--- config.mk ---
export PLATFORM = sky130hd
export DESIGN_NAME = seg_capture
export DESIGN_NICKNAME = d
export VERILOG_FILES = /design/src/rtl/seg_capture_pkg.sv /design/src/rtl/seg_pattern_decode.sv /design/src/rtl/seg_capture.sv
export SDC_FILE = /design/constraint.sdc
export NUM_CORES = 1
export LEC_CHECK = 0
export ABC_AREA = 0
export CAP_MARGIN = 20
export CORE_MARGIN = 2
export CORE_UTILIZATION = 55
export CTS_BUF_LIST = sky130_fd_sc_hd__clkbuf_8
export DETAILED_ROUTE_END_ITERATION = 6
export GPL_TIMING_DRIVEN = 0
export PLACE_DENSITY = 0.85
export SETUP_SLACK_MARGIN = 0.02
export SYNTH_ARGS = -nofsm -noshare
export SYNTH_HDL_FRONTEND = slang
export SYNTH_HIERARCHICAL = 1
export SYNTH_SLANG_ARGS = --single-unit
--- constraint.sdc ---
create_clock -name clk -period 3.2 [get_ports clk]
set_input_delay 0.8 -clock clk [delete_from_list [all_inputs] [get_ports clk]]
set_output_delay 0.8 -clock clk [all_outputs]
set_load 0.005 [all_outputs]
--- src/rtl/seg_capture_pkg.sv ---
// +----------------------------------------------------------------------+
// | seg_capture_pkg : shared seven-segment glyph constants and types     |
// | Revision        : 1.0                                                |
// +----------------------------------------------------------------------+
`default_nettype none

package seg_capture_pkg;

   // Active-low glyphs, bit0 = a .. bit6 = g; the binary-to-segment encoder imports these too
   localparam logic [6:0] SEG_0     = 7'h40;
   localparam logic [6:0] SEG_1     = 7'h79;
   localparam logic [6:0] SEG_2     = 7'h24;
   localparam logic [6:0] SEG_3     = 7'h30;
   localparam logic [6:0] SEG_4     = 7'h19;
   localparam logic [6:0] SEG_5     = 7'h12;
   localparam logic [6:0] SEG_6     = 7'h02;
   localparam logic [6:0] SEG_7     = 7'h78;
   localparam logic [6:0] SEG_8     = 7'h00;
   localparam logic [6:0] SEG_9     = 7'h10;
   localparam logic [6:0] SEG_A     = 7'h08;
   localparam logic [6:0] SEG_B     = 7'h03;
   localparam logic [6:0] SEG_C     = 7'h46;
   localparam logic [6:0] SEG_D     = 7'h21;
   localparam logic [6:0] SEG_E     = 7'h06;
   localparam logic [6:0] SEG_F     = 7'h0E;
   localparam logic [6:0] SEG_BLANK = 7'h7F;

   typedef struct packed {
      logic       legal;
      logic       blank;
      logic [3:0] hex;
   } seg_decode_t;

endpackage

`default_nettype wire

--- src/rtl/seg_pattern_decode.sv ---
// +----------------------------------------------------------------------+
// | seg_pattern_decode : 7-bit active-low pattern to {legal, blank, hex} |
// | Revision           : 1.0                                             |
// +----------------------------------------------------------------------+
`default_nettype none

module seg_pattern_decode
   import seg_capture_pkg::*;
(
   input  logic [6:0]  pat,
   output seg_decode_t dec
);

   always_comb begin
      dec.legal = 1'b1;
      dec.blank = (pat == SEG_BLANK);
      dec.hex   = 4'h0;
      case (pat)
         SEG_0:   dec.hex = 4'h0;
         SEG_1:   dec.hex = 4'h1;
         SEG_2:   dec.hex = 4'h2;
         SEG_3:   dec.hex = 4'h3;
         SEG_4:   dec.hex = 4'h4;
         SEG_5:   dec.hex = 4'h5;
         SEG_6:   dec.hex = 4'h6;
         SEG_7:   dec.hex = 4'h7;
         SEG_8:   dec.hex = 4'h8;
         SEG_9:   dec.hex = 4'h9;
         SEG_A:   dec.hex = 4'hA;
         SEG_B:   dec.hex = 4'hB;
         SEG_C:   dec.hex = 4'hC;
         SEG_D:   dec.hex = 4'hD;
         SEG_E:   dec.hex = 4'hE;
         SEG_F:   dec.hex = 4'hF;
         default: dec.legal = 1'b0;
      endcase
   end

endmodule

`default_nettype wire

--- src/rtl/seg_capture.sv ---
// +----------------------------------------------------------------------+
// | seg_capture : recovers hex digits from multiplexed 7-seg lines,      |
// |               committing a digit only after a stable run of samples  |
// | Revision    : 1.0                                                    |
// +----------------------------------------------------------------------+
`default_nettype none

module seg_capture
   import seg_capture_pkg::*;
#(
   parameter int NUM_DIGITS   = 4,
   parameter int STABLE_COUNT = 3,
   parameter int CNT_W        = 4
)(
   input  logic                                              clk,
   input  logic                                              rst_n,
   input  logic                                              sample_en,
   input  logic [6:0]                                        seg_in,
   input  logic [NUM_DIGITS-1:0]                             digit_sel,
   input  logic                                              clear,
   output logic [4*NUM_DIGITS-1:0]                           value,
   output logic [NUM_DIGITS-1:0]                             valid,
   output logic [NUM_DIGITS-1:0]                             err,
   output logic                                              update,
   output logic [((NUM_DIGITS > 1) ? $clog2(NUM_DIGITS) : 1)-1:0] upd_idx,
   output logic                                              sel_err
);

   localparam int             IDX_W      = (NUM_DIGITS > 1) ? $clog2(NUM_DIGITS) : 1;
   localparam logic [CNT_W-1:0] STABLE_CNT = CNT_W'(STABLE_COUNT);
   localparam logic [CNT_W-1:0] CNT_ONE    = CNT_W'(1);

   logic [4*NUM_DIGITS-1:0] value_q,   value_d;
   logic [NUM_DIGITS-1:0]   valid_q,   valid_d;
   logic [NUM_DIGITS-1:0]   err_q,     err_d;
   logic                    update_q,  update_d;
   logic [IDX_W-1:0]        upd_idx_q, upd_idx_d;
   logic                    sel_err_q, sel_err_d;
   logic [6:0]              last_pat_q [NUM_DIGITS];
   logic [6:0]              last_pat_d [NUM_DIGITS];
   logic [CNT_W-1:0]        cnt_q      [NUM_DIGITS];
   logic [CNT_W-1:0]        cnt_d      [NUM_DIGITS];

   logic        sel_ok;
   logic        commit;
   seg_decode_t seg_dec;

   // A commit always means seg_in equals the stored pattern, so decoding seg_in suffices
   seg_pattern_decode u_decode (
      .pat (seg_in),
      .dec (seg_dec)
   );

   assign sel_ok = ($countones(~digit_sel) == 1);

   always_comb begin
      value_d   = value_q;
      valid_d   = valid_q;
      err_d     = err_q;
      upd_idx_d = upd_idx_q;
      update_d  = 1'b0;
      sel_err_d = 1'b0;
      commit    = 1'b0;
      last_pat_d = last_pat_q;
      cnt_d      = cnt_q;

      if (clear) begin
         valid_d = '0;
         err_d   = '0;
         for (int i = 0; i < NUM_DIGITS; i++) begin
            last_pat_d[i] = SEG_BLANK;
            cnt_d[i]      = '0;
         end
      end else if (sample_en) begin
         if (!sel_ok) begin
            sel_err_d = 1'b1;
         end else begin
            for (int i = 0; i < NUM_DIGITS; i++) begin
               if (!digit_sel[i]) begin
                  // Saturated hold never commits, so a steady digit commits once
                  if (seg_in != last_pat_q[i]) begin
                     last_pat_d[i] = seg_in;
                     cnt_d[i]      = CNT_ONE;
                     commit        = (STABLE_CNT == CNT_ONE);
                  end else if (cnt_q[i] < STABLE_CNT) begin
                     cnt_d[i] = cnt_q[i] + CNT_ONE;
                     commit   = ((cnt_q[i] + CNT_ONE) == STABLE_CNT);
                  end
                  if (commit) begin
                     update_d  = 1'b1;
                     upd_idx_d = IDX_W'(i);
                     if (seg_dec.legal) begin
                        value_d[4*i +: 4] = seg_dec.hex;
                        valid_d[i]        = 1'b1;
                        err_d[i]          = 1'b0;
                     end else begin
                        valid_d[i] = 1'b0;
                        err_d[i]   = !seg_dec.blank;
                     end
                  end
               end
            end
         end
      end
   end

   always_ff @(posedge clk or negedge rst_n) begin
      if (!rst_n) begin
         value_q   <= '0;
         valid_q   <= '0;
         err_q     <= '0;
         update_q  <= 1'b0;
         upd_idx_q <= '0;
         sel_err_q <= 1'b0;
         for (int i = 0; i < NUM_DIGITS; i++) begin
            last_pat_q[i] <= SEG_BLANK;
            cnt_q[i]      <= '0;
         end
      end else begin
         value_q   <= value_d;
         valid_q   <= valid_d;
         err_q     <= err_d;
         update_q  <= update_d;
         upd_idx_q <= upd_idx_d;
         sel_err_q <= sel_err_d;
         last_pat_q <= last_pat_d;
         cnt_q      <= cnt_d;
      end
   end

   assign value   = value_q;
   assign valid   = valid_q;
   assign err     = err_q;
   assign update  = update_q;
   assign upd_idx = upd_idx_q;
   assign sel_err = sel_err_q;

endmodule

`default_nettype wire

==> impl_results.md, run 1 <==
* Post-synthesis cell type count at 67
* Sequential power share at between 40% and 50%
* Status: finished, final reports clean
* Final period util at 97.8%
* Met2 usage at roughly 40%
* Top cells by area, synth: dfrtp_1, dfstp_2, mux2_2, xor2_1, ha_1
* Hold path startpoint: upd_idx[1]$_DFFE_PN0P_
* Max cap viols at 0
* Clock input transition at the sequential cells of the worst setup and hold paths at ~0.07 ns
* Top-count cell post-synth: dfrtp_1
* Vias post-DR at 3,175
* CP Launch Type: input port
* Synth-to-layout area growth at 23.0%
* Root Buffer: clkbuf_8
* Clk Latency, worst-skew pair at roughly 0.35 ns
* Design Power at 2.15 mW
* Synth Flop Type: dfrtp_1
* Internal cell power at between 1.5 and 2 mW
* Core box area at around 0.007 mm²
* Slew @ Worst Pin at between 0.8 and 0.9 ns
* Syn nets at about 400
* Gr usage total at between 20% and 30%
* First-pass GRT wire length at about 16 mm
* Net Sw Frac at between 20% and 30%
* Starting DRT DRC Count at roughly 200
* Final-report hold violation count at 0
* Data arrival, critical path at ~3.4 ns
* I/O Pins at 43
* Clock skew at 0.0107 ns
* Leak at about 2.0 nW
* Max VDD drop at between 0.0003 and 0.0004 V
* Mean Syn Cell Area at roughly 11 µm²
* Min Tclk post-route at 3.13 ns
* Setup TNS at 0 ns
* Worst hold path type: flip-flop to flip-flop
* Netlist Area Pre-Place at roughly 0.0041 mm²
* Worst Setup SP: digit_sel[0]
* Share of layout cells above drive strength 1 at a little over a third
* Routed WL at between 9 and 10 mm
* # rows at 31
* # nets final at roughly 450
* Synth async-reset ratio at between 90% and 100%
* H-tree levels at 3
* Longest Clk Path Bufs at 2
* WP data required at between 3 and 4 ns
* Clock share of power at approximately 38%
* Number of flops mapped to enable cells by yosys at 0
* Critical-path top delay cell: fa_1
* Cells after Synth at roughly 370
* Critical Path End Type: flip-flop
* Starting Density at 56.5%
* Synth Warn # at 6
* GPL Wtd Cong at roughly 0.85
* Worst R2R Start: cnt_q[13]$_DFFE_PN0P_
* TritonRoute pass-1 iters at 5
* DIE HEIGHT at about 90 µm
* Synth cell count leaders: dfrtp_1, mux2_2, nor2_1
* Vias in the first global route at around 3,100
* DRC violations left at 0
* Flop and latch count out of synthesis at between 70 and 80
* Critical path class: input port to flip-flop
* Total gr overflow at 0
* CTS Buf Count at 9
* Max incr delay on CP at about 0.55 ns
* Most used cell, CP: buf_4
* Area leader, netlist: dfrtp_1
* Die X at approximately 90 µm
* Total power per unit cell area at around 430 mW/mm²
* Die Area at ~0.0081 mm²
* Final setup vio count at 0
* Largest net degree at the start of global routing at 73
* GRT busiest layer: met2
* Vias/cell at 5.98
* Final Max Slew Viols at 0
* CTS sink count at 72
* P_sw at 570 µW
* Crit-path max FO at 6
* Port Buffers at 39
* Initial antenna violation count at 0
* DP Wirelength at about 6.4 mm
* GRT met3 Usage at 5.53%
* Synth top area share at ~27%
* Antenna cells at 0
* Ordered list of cells on the worst path: dlygate4sd2_1 > fa_1 > inv_1 > ha_1 > ha_4 > nor3b_4 > buf_4 > buf_4 > nand3_2 > or3_1 > nand3_1
* Comb pwr share at between 10% and 20%
* Slew HR at 41.2%
* GR Util met1 at 32.6%
* WL/cell at around 18 µm
* Routed Antenna Nets at 0
* Seq/Total Area, Yosys at a little under half
* Fmax at 320 MHz
* CTS tree: built
* # fillers at approximately 490
* RSZ-0062 raised after global routing: false
==> area by class of cell <==
class                           count  area, µm²  area share (%)
Tap cell                           99        124            2.49
Buffer                             18        143            2.86
Clock inverter                      6       85.1            1.71
Multi-Input combinational cell    270       2190            44.0
Clock buffer                       10        138            2.76
Inverter                            9       33.8           0.678
Timing Repair Buffer               47        432            8.66
Sequential cell                    72       1840            36.9
==> per-stage QoR <==
stage          setup slack (ns)  instance area, µm²  utilization, %  std cells  hold slack [ns]
2_1_floorplan             0.115                4060               -        369            0.455
3_3_place_gp             -0.970                4570            63.7        507            0.470
3_5_place_dp             -0.945                4570            63.7        507            0.472
4_1_cts                  0.0248                4910            68.4        527            0.488
5_1_grt                 0.00413                4980            69.4        531            0.521
6_report                 0.0709                4980            69.4        531            0.488
==> routing by layer <==
metal | routed length, µm | vias up
met3 | 650 | 29
met5 | 0 | -
li1 | - | 1423
met1 | 4040 | 1571
met2 | 4820 | 152
met4 | 253 | 0
==> cells in the final DEF, fill, tap and decap left out, drive strengths merged, types with 4 or more instances in the layout <==
cell type	synthesis	routed
nor2	31	31
inv	9	10
or2	10	10
mux2	44	44
o21ai	11	11
dlygate4sd2	0	5
ha	10	10
or3	5	5
nor2b	4	4
nand3	12	12
nor4	5	5
nand4	7	7
dfrtp	44	44
buf	14	23
clkbuf	4	16
xnor2	10	10
nor3	14	14
xor2	19	19
mux2i	6	6
and2	9	9
dfstp	28	28
nand2	21	21
a21oi	15	15
clkdlybuf4s50	0	31
==> power by group through the flow <==
| stage | logic [mW] | clock network (mW) | registers, mW |
|---|---|---|---|
| final | 0.333 | 0.812 | 1.01 |
| after global routing | 0.360 | 0.856 | 1.01 |
| after global placement | 0.275 | 0 | 1.02 |
| after detailed placement | 0.285 | 0 | 1.02 |
| after CTS | 0.308 | 0.814 | 1.01 |
| after floorplan | 0.199 | 0 | 1.02 |
==> timing repair <==
action | 4_1_cts | 5_1_grt
hold buffers | 0 | 0
pin swaps | 8 | 6
setup buffers | 4 | 4
cloned | 0 | 0
endpoints found under the hold margin | 0 | 0
resized for setup | 30 | 14
setup endpoints to repair | 68 | 58
==> registers in the layout, indices dropped and copies added, names as in the netlist <==
| signal | flops |
|---|---|
| last_pat_q | 28 |
| err | 4 |
| update | 1 |
| sel_err | 1 |
| upd_idx | 2 |
| value | 16 |
| cnt_q | 16 |
| valid | 4 |
==> path summary, 6_finish.rpt <==
kind | to | slack (ns) | cells after the start
max | upd_idx[0]$_DFFE_PN0P_ | 0.07 | 11
min | upd_idx[1]$_DFFE_PN0P_ | 0.49 | 1
max reg2reg | value[11]$_DFFE_PN0P_ | 0.46 | 9
min reg2reg | upd_idx[1]$_DFFE_PN0P_ | 0.49 | 1
max in group asynchronous | cnt_q[3]$_DFFE_PN0P_ | 2.07 | 1
min in group asynchronous | cnt_q[4]$_DFFE_PN0P_ | 0.58 | 1
==> worst max-delay path: cells and delay by family <==
family                     cells  cell delay, ns
and+or+nand+nor                4            0.99
adders and majority gates      3            0.97
buffers and inverters          4            0.65
==> logic make-up after synthesis <==
family          Yosys count  share of synthesized area (%)
simple gates            132                           18.4
mux                      50                           14.1
compound gates           48                           8.22
buf+inv                  27                           3.92
fa+ha+maj                11                           3.58
flops                    72                           45.3
xor+xnor                 29                           6.45
Power figures use the tool's default switching activity.
==> run 2, diff against run 1 <==
--- a/config.mk
+++ b/config.mk
@@ -6,12 +6,10 @@
 export NUM_CORES = 1
 export LEC_CHECK = 0
 export ABC_AREA = 0
-export CAP_MARGIN = 20
-export CORE_MARGIN = 2
+export CORE_MARGIN = 4
 export CORE_UTILIZATION = 55
 export CTS_BUF_LIST = sky130_fd_sc_hd__clkbuf_8
 export DETAILED_ROUTE_END_ITERATION = 6
-export GPL_TIMING_DRIVEN = 0
 export PLACE_DENSITY = 0.85
 export SETUP_SLACK_MARGIN = 0.02
 export SYNTH_ARGS = -nofsm -noshare
==> impl_results.md, run 2 (synthesis gave the netlist of run 1 again) <==
* Slew @ Worst Pin at 0.746 ns (was 0.882 ns)
* Synth-to-layout area growth at 29.5% (was 23.0%)
* Reg2reg path depth at 8 (was 9)
* Critical path class: input port to flip-flop (unchanged)
* Critical Path End Type: flip-flop (unchanged)
* RSZ-0062 raised after global routing: false (unchanged)
* Largest delay share family, worst path: adder cells (was simple AND/OR/NAND/NOR gates)
* Leak at 2.25 nW (was 2.05 nW)
* CP Launch Type: input port (unchanged)
* Crit-path max FO at 6 (unchanged)
* Die X at 93.8 µm (was 89.8 µm)
* First-pass GRT wire length at 16.8 mm (was 16.0 mm)
* Worst hold path type: input port to async pin (was flip-flop to flip-flop)
* Most frequent cells in the layout: buf_4, dfrtp_1, mux2_2 (was dfrtp_1, mux2_2, clkdlybuf4s50_1)
* Vias post-DR at 3,251 (was 3,175)
* Buf+Inv Stages, Crit Path at 3 (was 4)
* CTS tree: built (unchanged)
* Final Max Slew Viols at 0 (unchanged)
* Total gr overflow at 0 (unchanged)
* Largest net degree at the start of global routing at 47 (was 73)
* Max incr delay on CP at 0.54 ns (was 0.55 ns)
* GPL Wtd Cong at 0.927 (was 0.852)
* Starting DRT DRC Count at 152 (was 198)
* Worst Setup SP: digit_sel[0] (unchanged)
* # nets final at 490 (was 453)
* CTS Buf Count at 9 (unchanged)
* Critical-path top delay cell: fa_1 (unchanged)
* Commonest non-fill, non-tap cell in the layout: buf_4 (was dfrtp_1)
* Sequential power share at 44.7% (was 46.8%)
* DP Area at 0.00493 mm² (was 0.00457 mm²)
* Clock skew at 0.0174 ns (was 0.0107 ns)
* Setup TNS at 0 ns (unchanged)
* H-tree levels at 3 (unchanged)
* Clock input transition at the sequential cells of the worst setup and hold paths at 0.09 ns (was 0.07 ns)
* Routed WL at 9.94 mm (was 9.76 mm)
* Root Buffer: clkbuf_8 (unchanged)
* Share of layout cells above drive strength 1 at 39.2% (was 36.3%)
* DIE HEIGHT at 93.8 µm (was 89.8 µm)
* Routed Antenna Nets at 0 (unchanged)
* Core box area at 0.00721 mm² (was 0.00718 mm²)
* Ordered list of cells on the worst path: dlygate4sd2_1 > fa_1 > inv_1 > ha_1 > ha_1 > nor3b_2 > nand2_2 > nor2_4 > buf_4 > nand4_4 > mux2_4 (was dlygate4sd2_1 > fa_1 > inv_1 > ha_1 > ha_4 > nor3b_4 > buf_4 > buf_4 > nand3_2 > or3_1 > nand3_1)
* Net Sw Frac at 25.8% (was 26.5%)
* WHS at 0.431 ns (was 0.488 ns)
* Status: finished, final reports clean (unchanged)
* Final period util at 95.7% (was 97.8%)
* I/O Pins at 43 (unchanged)
* # rows at 31 (unchanged)
* Fmax at 327 MHz (was 320 MHz)
* Initial antenna violation count at 0 (unchanged)
* FF-to-FF setup slack at 0.63 ns (was 0.46 ns)
* WP data required at 3.46 ns (was 3.48 ns)
* DP Wirelength at 7.33 mm (was 6.36 mm)
* Starting Density at 56.2% (was 56.5%)
* WL/cell at 17.5 µm (was 18.4 µm)
* TritonRoute pass-1 iters at 6 (was 5)
* Max VDD drop at 0.000297 V (was 0.000378 V)
* Post-route cell area at 0.00525 mm² (was 0.00498 mm²)
* Antenna cells at 0 (unchanged)
* Final-report hold violation count at 0 (unchanged)
* Port Buffers at 42 (was 39)
* Max cap viols at 0 (unchanged)
* Total power per unit cell area at 430 mW/mm² (was 432 mW/mm²)
* CTS sink count at 72 (unchanged)
* Min Tclk post-route at 3.06 ns (was 3.13 ns)
* Worst setup margin at 0.139 ns (was 0.0709 ns)
* Worst R2R Start: cnt_q[13]$_DFFE_PN0P_ (unchanged)
* Vias/cell at 5.72 (was 5.98)
* Slew HR at 49.6% (was 41.2%)
* Vias in the first global route at 3,463 (was 3,142)
* Data arrival, critical path at 3.32 ns (was 3.41 ns)
* Longest Clk Path Bufs at 2 (unchanged)
* Clock share of power at 39.9% (was 37.7%)
* Final setup vio count at 0 (unchanged)
* Biggest register: last_pat_q (unchanged)
* Die Area at 0.00880 mm² (was 0.00807 mm²)
* Comb pwr share at 15.4% (was 15.5%)
* Most used cell, CP: ha_1 (was buf_4)
* Clk Latency, worst-skew pair at 0.36 ns (was 0.35 ns)
* P_sw at 582 µW (was 570 µW)
* Internal cell power at 1.68 mW (was 1.58 mW)
* DRC violations left at 0 (unchanged)
* R2r endpoint: value[12]$_DFFE_PN0P_ (was value[11]$_DFFE_PN0P_)
* Gr usage total at 24.7% (was 24.8%)
* Post-Place Setup Slack at -0.597 ns (was -0.945 ns)
* Number of flip-flops in the largest register at 28 (unchanged)
==> run 2: changes by cell type in the layout (fill, tap and decap cells not counted), sizes merged <==
cell,delta
clkinvlp,-1
buf,+38
clkdlybuf4s50,+7
inv,+2
clkinv,-1
clkbuf,-7
dlymetal6s2s,+1
dlygate4sd2,-3
bufinv,+1
==> run 2: worst max path at each step <==
stage	slack, ns	to	depth (start not counted)
floorplan	0.11	value[13]$_DFFE_PN0P_	9
global placement	-0.51	last_pat_q[27]$_DFFE_PN1P_	10
detailed placement	-0.60	last_pat_q[25]$_DFFE_PN1P_	10
CTS	0.04	cnt_q[0]$_DFFE_PN0P_	11
global route	0.0006	value[9]$_DFFE_PN0P_	11
finish	0.14	value[12]$_DFFE_PN0P_	11
==> run 2: final cells by class <==
class / count / area (µm²)
flip-flops and latches: 72 / 1840
fillers: 490 / 1970
inverters: 9 / 33.8
repair buffers: 102 / 891
clock inverters: 7 / 125
multi-input cells: 270 / 2110
clock buffers: 9 / 124
well taps: 99 / 124
==> run 2: per-layer routing <==
| metal | share of wire [%] | global-route usage (%) |
|---|---|---|
| met1 | 42 | 30.1 |
| met2 | 51 | 42.5 |
| met3 | 5.4 | 5.69 |
| met4 | 2.2 | 9.03 |
| met5 | 0 | 0 |
==> run 2: repair_timing <==
action | 4_1_cts | 5_1_grt
hold buffers | 0 | 0
hold endpoints to repair | 0 | 0
setup buffers | 0 | 3
pin swaps | 2 | 6
setup endpoints to repair | 45 | 63
gates resized for setup | 9 | 5
==> run 2: through the flow <==
stage                     cells  total power [mW]  utilization (%)
final                       568              2.26             72.7
after global routing        568              2.35             72.7
after CTS                   565              2.26             72.1
after detailed placement    549              1.35             68.3
after global placement      549              1.34             68.3
after floorplan             369              1.22                -
==> run 2: power by group through the flow <==
stage / Sequential, mW / Combinational [mW] / Clock (mW)
2_1_floorplan: 1.02 / 0.199 / 0
3_3_place_gp: 1.02 / 0.318 / 0
3_5_place_dp: 1.02 / 0.332 / 0
4_1_cts: 1.01 / 0.340 / 0.913
5_1_grt: 1.01 / 0.380 / 0.953
6_report: 1.01 / 0.348 / 0.901
==> run 3, diff against run 2 <==
--- a/config.mk
+++ b/config.mk
@@ -11,7 +11,6 @@
 export CTS_BUF_LIST = sky130_fd_sc_hd__clkbuf_8
 export DETAILED_ROUTE_END_ITERATION = 6
 export PLACE_DENSITY = 0.85
-export SETUP_SLACK_MARGIN = 0.02
 export SYNTH_ARGS = -nofsm -noshare
 export SYNTH_HDL_FRONTEND = slang
 export SYNTH_HIERARCHICAL = 1
==> impl_results.md, run 3 (synthesis gave the netlist of run 1 again) <==
* Port Buffers at 42 (unchanged)
* Root Buffer: clkbuf_8 (unchanged)
* WP depth at 11 (unchanged)
* Total power per unit cell area at 432 mW/mm² (was 430 mW/mm²)
* Hold_buf cts at 0 (unchanged)
* Starting Density at 56.2% (unchanged)
* Final-report hold violation count at 0 (unchanged)
* Core box area at 0.00721 mm² (unchanged)
* Leak at 2.25 nW (about the same)
* Fmax at 325 MHz (was 327 MHz)
* Starting DRT DRC Count at 146 (was 152)
* Total gr overflow at 0 (unchanged)
* DRC violations left at 0 (unchanged)
* Buf+Inv Stages, Crit Path at 3 (unchanged)
* WHS at 0.429 ns (was 0.431 ns)
* Clock skew at 0.0145 ns (was 0.0174 ns)
* Clock input transition at the sequential cells of the worst setup and hold paths at 0.09 ns (about the same)
* Post-route cell area at 0.00523 mm² (was 0.00525 mm²)
* Min Tclk post-route at 3.08 ns (was 3.06 ns)
* Reg2reg path depth at 8 (unchanged)
* Most frequent cells in the layout: buf_4, dfrtp_1, mux2_2 (unchanged)
* Number of flip-flops in the largest register at 28 (unchanged)
* Commonest non-fill, non-tap cell in the layout: buf_4 (unchanged)
* H-tree levels at 3 (unchanged)
* Die X at 93.8 µm (unchanged)
* DIE HEIGHT at 93.8 µm (unchanged)
* Ordered list of cells on the worst path: dlygate4sd2_1 > fa_1 > inv_1 > ha_1 > ha_1 > nor3b_2 > nand2_2 > nor2_4 > buf_4 > nand4_4 > mux2_4 (unchanged)
* Final Max Slew Viols at 0 (unchanged)
* # nets final at 490 (unchanged)
* Initial antenna violation count at 0 (unchanged)
* Final setup vio count at 0 (unchanged)
* Max VDD drop at 0.000297 V (about the same)
* TritonRoute pass-1 iters at 5 (was 6)
* CP Launch Type: input port (unchanged)
* Longest Clk Path Bufs at 2 (unchanged)
* Status: finished, final reports clean (unchanged)
* Slew @ Worst Pin at 0.743 ns (was 0.746 ns)
* # rows at 31 (unchanged)
* Slew HR at 49.8% (was 49.6%)
* CTS Buf Count at 9 (unchanged)
* Max cap viols at 0 (unchanged)
* Routed Antenna Nets at 0 (unchanged)
* Final period util at 96.2% (was 95.7%)
* Share of layout cells above drive strength 1 at 39.0% (was 39.2%)
* Register area at 0.00184 mm² (unchanged)
* I/O Pins at 43 (unchanged)
* GPL Wtd Cong at 0.927 (unchanged)
* Die Area at 0.00880 mm² (unchanged)
* Vias/cell at 5.72 (about the same)
* Critical-path top delay cell: fa_1 (unchanged)
* First-pass GRT wire length at 16.8 mm (about the same)
* DP Area at 0.00493 mm² (unchanged)
* Antenna cells at 0 (unchanged)
* Setup TNS at 0 ns (unchanged)
* Largest net degree at the start of global routing at 47 (unchanged)
* Area occupied by multi-input gates at 0.00210 mm² (was 0.00211 mm²)
* Max incr delay on CP at 0.54 ns (about the same)
* Vias post-DR at 3,248 (was 3,251)
* CTS sink count at 72 (unchanged)
* Critical Path End Type: flip-flop (unchanged)
* Gr usage total at 24.6% (was 24.7%)
* # fillers at 489 (was 490)
* Data arrival, critical path at 3.34 ns (was 3.32 ns)
* CTS tree: built (unchanged)
* Largest delay share family, worst path: adder cells (unchanged)
* Critical path class: input port to flip-flop (unchanged)
* Design Power at 2.26 mW (about the same)
* Vias in the first global route at 3,447 (was 3,463)
* WL/cell at 17.8 µm (was 17.5 µm)
* WP data required at 3.46 ns (about the same)
* Clk Latency, worst-skew pair at 0.37 ns (was 0.36 ns)
* Crit-path max FO at 6 (unchanged)
* Synth-to-layout area growth at 29.2% (was 29.5%)
* Worst hold path type: input port to async pin (unchanged)
* Biggest register: last_pat_q (unchanged)
* Most used cell, CP: ha_1 (unchanged)
* Routed WL at 10.1 mm (was 9.94 mm)
* DP Wirelength at 7.33 mm (unchanged)
## run 3: repair_timing
item / 4_1_cts / 5_1_grt
setup buffers: 0 / 3
pin swaps: 2 / 5
setup endpoints to repair: 40 / 67
resized for setup: 5 / 6
## run 3: layout make-up
type	instances	area share, %
Tap cell	99	2.37
Clock inverter	7	2.39
Inverter	9	0.645
Sequential cell	72	35.1
Multi-Input combinational cell	270	40.0
Clock buffer	9	2.37
Timing Repair Buffer	102	17.1
## run 3: worst paths after layout
check | end | slack, ns | startpoint
max | value[12]$_DFFE_PN0P_ | 0.12 | digit_sel[0]
min | value[6]$_DFFE_PN0P_ | 0.43 | rst_n
max reg2reg | value[12]$_DFFE_PN0P_ | 0.63 | cnt_q[13]$_DFFE_PN0P_
min reg2reg | cnt_q[14]$_DFFE_PN0P_ | 0.51 | cnt_q[14]$_DFFE_PN0P_
max in group asynchronous | last_pat_q[21]$_DFFE_PN1P_ | 2.04 | rst_n
min in group clk | cnt_q[14]$_DFFE_PN0P_ | 0.51 | cnt_q[14]$_DFFE_PN0P_
## run 3: report_power, final
| part | internal [mW] | switching, mW |
|---|---|---|
| clock network | 0.527 | 0.378 |
| registers | 0.980 | 0.0283 |
| logic | 0.167 | 0.180 |
| total | 1.67 | 0.586 |
## run 3: metal layers
layer  GRT usage [%]  up-vias  share of wire [%]
met2            42.2      159                 50
met4            9.03        0                1.8
met3            5.69       21                7.2
met1            30.1     1580                 41
met5               0        -                  0
li1                -     1488                  -
## run 3: metrics by stage
stage | setup WS, ns | util (%) | std cells
after floorplan | 0.115 | - | 369
final | 0.123 | 72.5 | 568
after CTS | 0.0173 | 71.9 | 565
after global placement | -0.506 | 68.3 | 549
after global routing | -0.0129 | 72.5 | 568
after detailed placement | -0.597 | 68.3 | 549
